### src/rtl/lane_paint_pkg.sv
// Shared types and helpers for the drum-lane painter.
//
// Contents:
//   state_e        : painter FSM state encoding (IDLE, ARMED, STATIC, LANE, HOLD)
//   MAX_LANES      : widest lane vector the helper function accepts
//   LSB_W          : width of the index returned by lowest_set_bit()
//   lowest_set_bit : index of the lowest set bit of a vector (0 when none set)
package lane_paint_pkg;

    typedef enum logic [2:0] {
        ST_IDLE   = 3'd0,
        ST_ARMED  = 3'd1,
        ST_STATIC = 3'd2,
        ST_LANE   = 3'd3,
        ST_HOLD   = 3'd4
    } state_e;

    localparam int unsigned MAX_LANES = 32;
    localparam int unsigned LSB_W     = 5;

    // Scan from the top down so the last match written is the lowest index.
    function automatic logic [LSB_W-1:0] lowest_set_bit(input logic [MAX_LANES-1:0] vec);
        lowest_set_bit = '0;
        for (int i = MAX_LANES - 1; i >= 0; i--) begin
            if (vec[i]) lowest_set_bit = LSB_W'(i);
        end
    endfunction

endpackage

### src/rtl/lane_prio_enc.sv
// Lowest-index priority encoder for the drum hit vector.
//
// Ports:
//   req_i   [LANES]          : request vector, bit i = lane i
//   idx_o   [$clog2(LANES)]  : index of the lowest set request (0 when none)
//   valid_o                  : at least one request is set
//
// LANES must not exceed lane_paint_pkg::MAX_LANES.
module lane_prio_enc
    import lane_paint_pkg::*;
#(
    parameter int unsigned LANES = 4
) (
    input  logic [LANES-1:0]         req_i,
    output logic [$clog2(LANES)-1:0] idx_o,
    output logic                     valid_o
);

    logic [MAX_LANES-1:0] req_wide;

    assign req_wide = MAX_LANES'(req_i);
    assign idx_o    = $clog2(LANES)'(lowest_set_bit(req_wide));
    assign valid_o  = |req_i;

endmodule

### src/rtl/lane_paint_fsm.sv
// Drum-lane painter: paints the lane of the most recent drum hit, keeps it
// painted for HOLD_CYCLES after release, or paints a static band on request.
//
// Ports:
//   clk        : clock, rising edge
//   reset      : synchronous active-high reset
//   start      : arm painting from IDLE (clears hit_count)
//   stop       : return to IDLE from any state, highest priority
//   static_req : request the static band
//   hit        : per-lane drum hit levels, bit i = lane i
//   lane_on    : one-hot painted lane, 0 when none
//   static_on  : static band painted
//   active     : high in every state except IDLE
//   hit_count  : LANE entries since last start, saturating
//
// All outputs are decoded from registers only.
module lane_paint_fsm
    import lane_paint_pkg::*;
#(
    parameter int unsigned LANES       = 4,
    parameter int unsigned HOLD_CYCLES = 3,
    parameter int unsigned COUNT_W     = 16
) (
    input  logic               clk,
    input  logic               reset,
    input  logic               start,
    input  logic               stop,
    input  logic               static_req,
    input  logic [LANES-1:0]   hit,
    output logic [LANES-1:0]   lane_on,
    output logic               static_on,
    output logic               active,
    output logic [COUNT_W-1:0] hit_count
);

    localparam int unsigned IDX_W  = $clog2(LANES);
    localparam int unsigned HOLD_W = (HOLD_CYCLES > 1) ? $clog2(HOLD_CYCLES) : 1;
    // Counter runs HOLD_CYCLES-1 .. 0, giving exactly HOLD_CYCLES painted cycles.
    localparam logic [HOLD_W-1:0] HOLD_LOAD =
        (HOLD_CYCLES > 0) ? HOLD_W'(HOLD_CYCLES - 1) : '0;

    state_e             state_q, state_d;
    logic [IDX_W-1:0]   sel_q, sel_d;
    logic [HOLD_W-1:0]  hold_q, hold_d;
    logic [COUNT_W-1:0] cnt_q, cnt_d;

    logic [IDX_W-1:0]   hit_idx;
    logic               hit_valid;
    logic               enter_lane;

    lane_prio_enc #(.LANES(LANES)) u_prio_enc (
        .req_i   (hit),
        .idx_o   (hit_idx),
        .valid_o (hit_valid)
    );

    // NOTE: every always_comb output gets a default first, so no path can infer a latch.
    always_comb begin
        state_d    = state_q;
        sel_d      = sel_q;
        hold_d     = hold_q;
        cnt_d      = cnt_q;
        enter_lane = 1'b0;

        if (stop) begin
            state_d = ST_IDLE;
        end else begin
            case (state_q)
                ST_IDLE: begin
                    if (start) begin
                        state_d = ST_ARMED;
                        cnt_d   = '0;
                    end
                end
                ST_ARMED: begin
                    if (hit_valid)       enter_lane = 1'b1;
                    else if (static_req) state_d    = ST_STATIC;
                end
                ST_STATIC: begin
                    if (hit_valid)        enter_lane = 1'b1;
                    else if (!static_req) state_d    = ST_ARMED;
                end
                ST_LANE: begin
                    // Only the latched lane matters here; other lanes are ignored.
                    if (!hit[sel_q]) begin
                        if (HOLD_CYCLES == 0) begin
                            state_d = ST_ARMED;
                        end else begin
                            state_d = ST_HOLD;
                            hold_d  = HOLD_LOAD;
                        end
                    end
                end
                ST_HOLD: begin
                    if (hit_valid)          enter_lane = 1'b1;
                    else if (hold_q == '0)  state_d    = ST_ARMED;
                    else                    hold_d     = hold_q - HOLD_W'(1);
                end
                default: state_d = ST_IDLE;
            endcase
        end

        // Shared LANE entry path: latch the lowest hit lane and count the entry.
        if (enter_lane) begin
            state_d = ST_LANE;
            sel_d   = hit_idx;
            if (cnt_q != '1) cnt_d = cnt_q + COUNT_W'(1);
        end
    end

    // NOTE: sequential state uses non-blocking assignments so all registers update together.
    always_ff @(posedge clk) begin
        if (reset) begin
            state_q <= ST_IDLE;
            sel_q   <= '0;
            hold_q  <= '0;
            cnt_q   <= '0;
        end else begin
            state_q <= state_d;
            sel_q   <= sel_d;
            hold_q  <= hold_d;
            cnt_q   <= cnt_d;
        end
    end

    assign lane_on   = (state_q == ST_LANE || state_q == ST_HOLD)
                       ? (LANES'(1) << sel_q) : '0;
    assign static_on = (state_q == ST_STATIC);
    assign active    = (state_q != ST_IDLE);
    assign hit_count = cnt_q;

endmodule

### config.mk
export PLATFORM = sky130hd
export DESIGN_NAME = lane_paint_fsm
export DESIGN_NICKNAME = d
export VERILOG_FILES = /design/src/rtl/lane_paint_pkg.sv /design/src/rtl/lane_prio_enc.sv /design/src/rtl/lane_paint_fsm.sv
export SDC_FILE = /design/constraint.sdc
export NUM_CORES = 1
export LEC_CHECK = 0
export CAP_MARGIN = 20
export CELL_PAD_IN_SITES_DETAIL_PLACEMENT = 1
export CELL_PAD_IN_SITES_GLOBAL_PLACEMENT = 1
export CORE_AREA = 3 3 58 87
export CTS_BUF_LIST = sky130_fd_sc_hd__clkbuf_16
export DETAILED_ROUTE_END_ITERATION = 12
export DIE_AREA = 0 0 61 90
export PLACE_DENSITY_LB_ADDON = 0.1
export REMOVE_ABC_BUFFERS = 1
export SETUP_SLACK_MARGIN = 0.05
export SLEW_MARGIN = 20
export SYNTH_ARGS = -nofsm -noshare
export SYNTH_HDL_FRONTEND = slang
export SYNTH_SLANG_ARGS = --single-unit
### constraint.sdc
create_clock -name clk -period 2.45 [get_ports clk]
set_clock_uncertainty 0.2 [all_clocks]
set_input_delay 0.245 -clock clk [delete_from_list [all_inputs] [get_ports clk]]
set_output_delay 0.245 -clock clk [all_outputs]
set_load 0.03 [all_outputs]
==> impl_metrics.yaml <==
grt:
  grt_pass1_wl_mm: 7.07
  gr-total-overflow: 0
  grt_max_degree: 28
  grt_pass1_vias: 1523
  antenna_found_initial: 0
  grt_util_all_layers: 0.162
worst_hold_path:
  min_path_type: "flip-flop to flip-flop"
  hold_depth: 2
  worstHoldEndpoint: "hold_q[0]"
  worstHoldStart: "hold_q[0]"
cells_and_area:
  final_cell_area_um2: 2030
  area_growth_pct: 37.7
  n_antenna_cell: 0
  drive_above_1_share: 0.181
  fin_util: 0.470
  seq_area_um2: 462
  nets: 227
  multi_input_area_um2: 965
  fill_cells: 501
synthesis:
  synth_xor_area_frac: 0.00595
  yosys.area_share.simple: 0.329
  syn_inst: 172
  muxShareOfSynthArea: 0.0569
  yosysMostFrequentCell: "dfxtp_1"
  yosysWarnings: 0
  ys_dominant_reg_cell: "dfxtp_1"
  yosysSeqAreaShare: 0.313
  synth.largest_area_cell: "dfxtp_1"
  async_flop_share: 0
  ys_seq_elements: 23
  synth_compound_area_frac: 0.229
  synth.avg_cell_area_um2: 8.56
  synth_common_cells: "dfxtp_1, nor2_1, nand2_1"
  post_synth_num_cell_types: 51
  synth-edff-count: 0
  synth_area_um2: 1470
  synth_top_family_by_area: "simple AND/OR/NAND/NOR gates"
  synthAdderAreaFrac: 0.0170
  synth_area_leaders: "dfxtp_1, a221o_1, nor2_1"
  synth_top_area_frac: 0.313
routing:
  drt_first_iter_violations: 55
  wirelength_mm: 4.41
  via_count: 1525
  dr.pass1.iters: 4
  drc_errors: 0
  antenna_left: 0
  vias_per_cell: 5.84
  wl_per_cell_um: 16.9
cts:
  clock_latency_ns: 0.26
  numCtsBuffers: 3
  cts_sinks: 23
  cts.clk_slew.worst_paths_ns: 0.07
  clk_path_buf_depth: 2
  h-tree-depth: 1
  cts_tree: "done"
  cts_root_buf: "clkbuf_16"
critical_path:
  path_cells: "ha_1, nand3_1, or4_4, o211a_4, and3_1, a221o_1"
  criticalPathCategory: "flip-flop to flip-flop"
  critPathRequiredTime_ns: 2.40
  crit-reg2reg-capture: "hit_count[14]"
  cpPeakStageDelay_ns: 0.53
  path_max_fanout: 14
  slowest_stage: "or4_4"
  reg2reg_depth: 6
  crit_arrival_ns: 2.20
  reg2reg_slack_ns: 0.19
  cp-start-kind: "flip-flop"
  worst_setup_path_end_kind: "flip-flop"
  r2r-start: "hit_count[0]"
sta:
  fin_crit_sh: 0.922
  slew_viol_final: 0
  slew-limit-headroom: 0.719
  tightest_slew_ns: 0.411
  post-route-min-period_ns: 2.26
  setup_violations: 0
  clock.fmax_ghz: 0.443
  finalHoldViolations: 0
  rsz0062_at_grt: "false"
place:
  io_buffers: 30
  routabilityCongestion: 0.779
  dp_hpwl_mm: 3.24
  placed_area_um2: 1890
floorplanning:
  die-area_um2: 5490
  core_area_um2: 4320
  die_y_um: 90
  pin_count: 31
  die_x_um: 61
  std_cell_rows: 29
  initial_utilization: 0.341
power:
  p_per_area_nw_per_um2: 428
  ir_worst_vdd_mv: 0.198
  cellLeakagePower_nw: 0.862
job:
  cap_violations: 0
run_status:
  outcome: "finished, final reports clean"
==> layout by cell type, fill, tap and decap left out, types with 3 or more instances in the layout <==
cell type,netlist,layout
a211oi_1,3,3
a21oi_1,5,5
a221o_1,12,12
and3_1,12,12
and3b_1,3,3
buf_4,2,16
clkbuf_16,0,3
clkdlybuf4s50_1,0,26
dfxtp_1,23,22
dlymetal6s2s_1,0,4
inv_1,4,4
mux2_2,3,3
mux2i_1,5,5
nand2_1,13,13
nand3_1,8,8
nor2_1,22,21
nor2b_1,4,3
nor3b_1,5,4
==> repair_timing <==
action | CTS | global route
hold buffers | 0 | 0
cloned | 0 | 1
pin swaps | 1 | 0
resized for setup | 1 | 9
setup endpoints to repair | 16 | 17
setup buffers | 2 | 0
==> critical path, delay by kind of cell (launching register included) <==
family / cells / cell delay (ns)
DFF: 1 / 0.34
adders and majority gates: 1 / 0.20
AOI/OAI and AO/OA: 2 / 0.58
and+or+nand+nor: 3 / 0.82
==> per-layer routing <==
layer  track usage  share of wire
met1         0.179           0.41
met2         0.304           0.55
met3        0.0215          0.023
met4        0.0452          0.014
met5             0              0
==> worst max-delay path by stage <==
stage            startpoint             to
2_1_floorplan  hit_count[0]   hit_count[0]
3_3_place_gp         hit[0]   hit_count[0]
3_5_place_dp         hit[0]   hit_count[0]
4_1_cts          state_q[1]     lane_on[2]
5_1_grt        hit_count[0]  hit_count[14]
6_report       hit_count[0]  hit_count[14]
==> power by group <==
group / internal [mW] / switching, mW / leakage (nW)
Combinational: 0.0532 / 0.0661 / 0.635
Sequential: 0.377 / 0.00411 / 0.186
Clock: 0.220 / 0.146 / 0.0409
Total: 0.651 / 0.216 / 0.862
==> sequential cells by signal (all words and copies together) (netlist names) <==
register and cells:
sel_q 2, hit_count 16, hold_q 2, state_q 3
==> cell type report <==
cell class | count | area share
clock inverters | 1 | 0.00247
repair buffers | 47 | 0.218
inverters | 6 | 0.0111
multi-input cells | 135 | 0.476
flip-flops and latches | 23 | 0.228
clock buffers | 3 | 0.0370
well taps | 46 | 0.0284
==> metrics by stage <==
step                      power (mW)  hold slack (ns)  std cells  TNS (ns)  setup slack (ns)
after global placement         0.495            0.251        254         0            0.0107
final                          0.867            0.268        261         0             0.191
after global routing           0.905            0.287        261         0            0.0701
after floorplan                0.447            0.114        163     -1.38            -0.110
after detailed placement       0.500            0.268        254    -0.716           -0.0685
after CTS                      0.871            0.276        260         0            0.0636
==> logic make-up (layout without fill, tap and decap cells) <==
family / after synthesis / count (layout)
AND/OR/NAND/NOR: 85 / 85
AO/OA/AOI/OAI: 38 / 39
flip-flops: 23 / 23
buffers and inverters: 15 / 57
multiplexers: 8 / 8
adder cells (fa/ha/maj): 2 / 2
XOR/XNOR: 1 / 1
(Power assumes the default switching activity.)
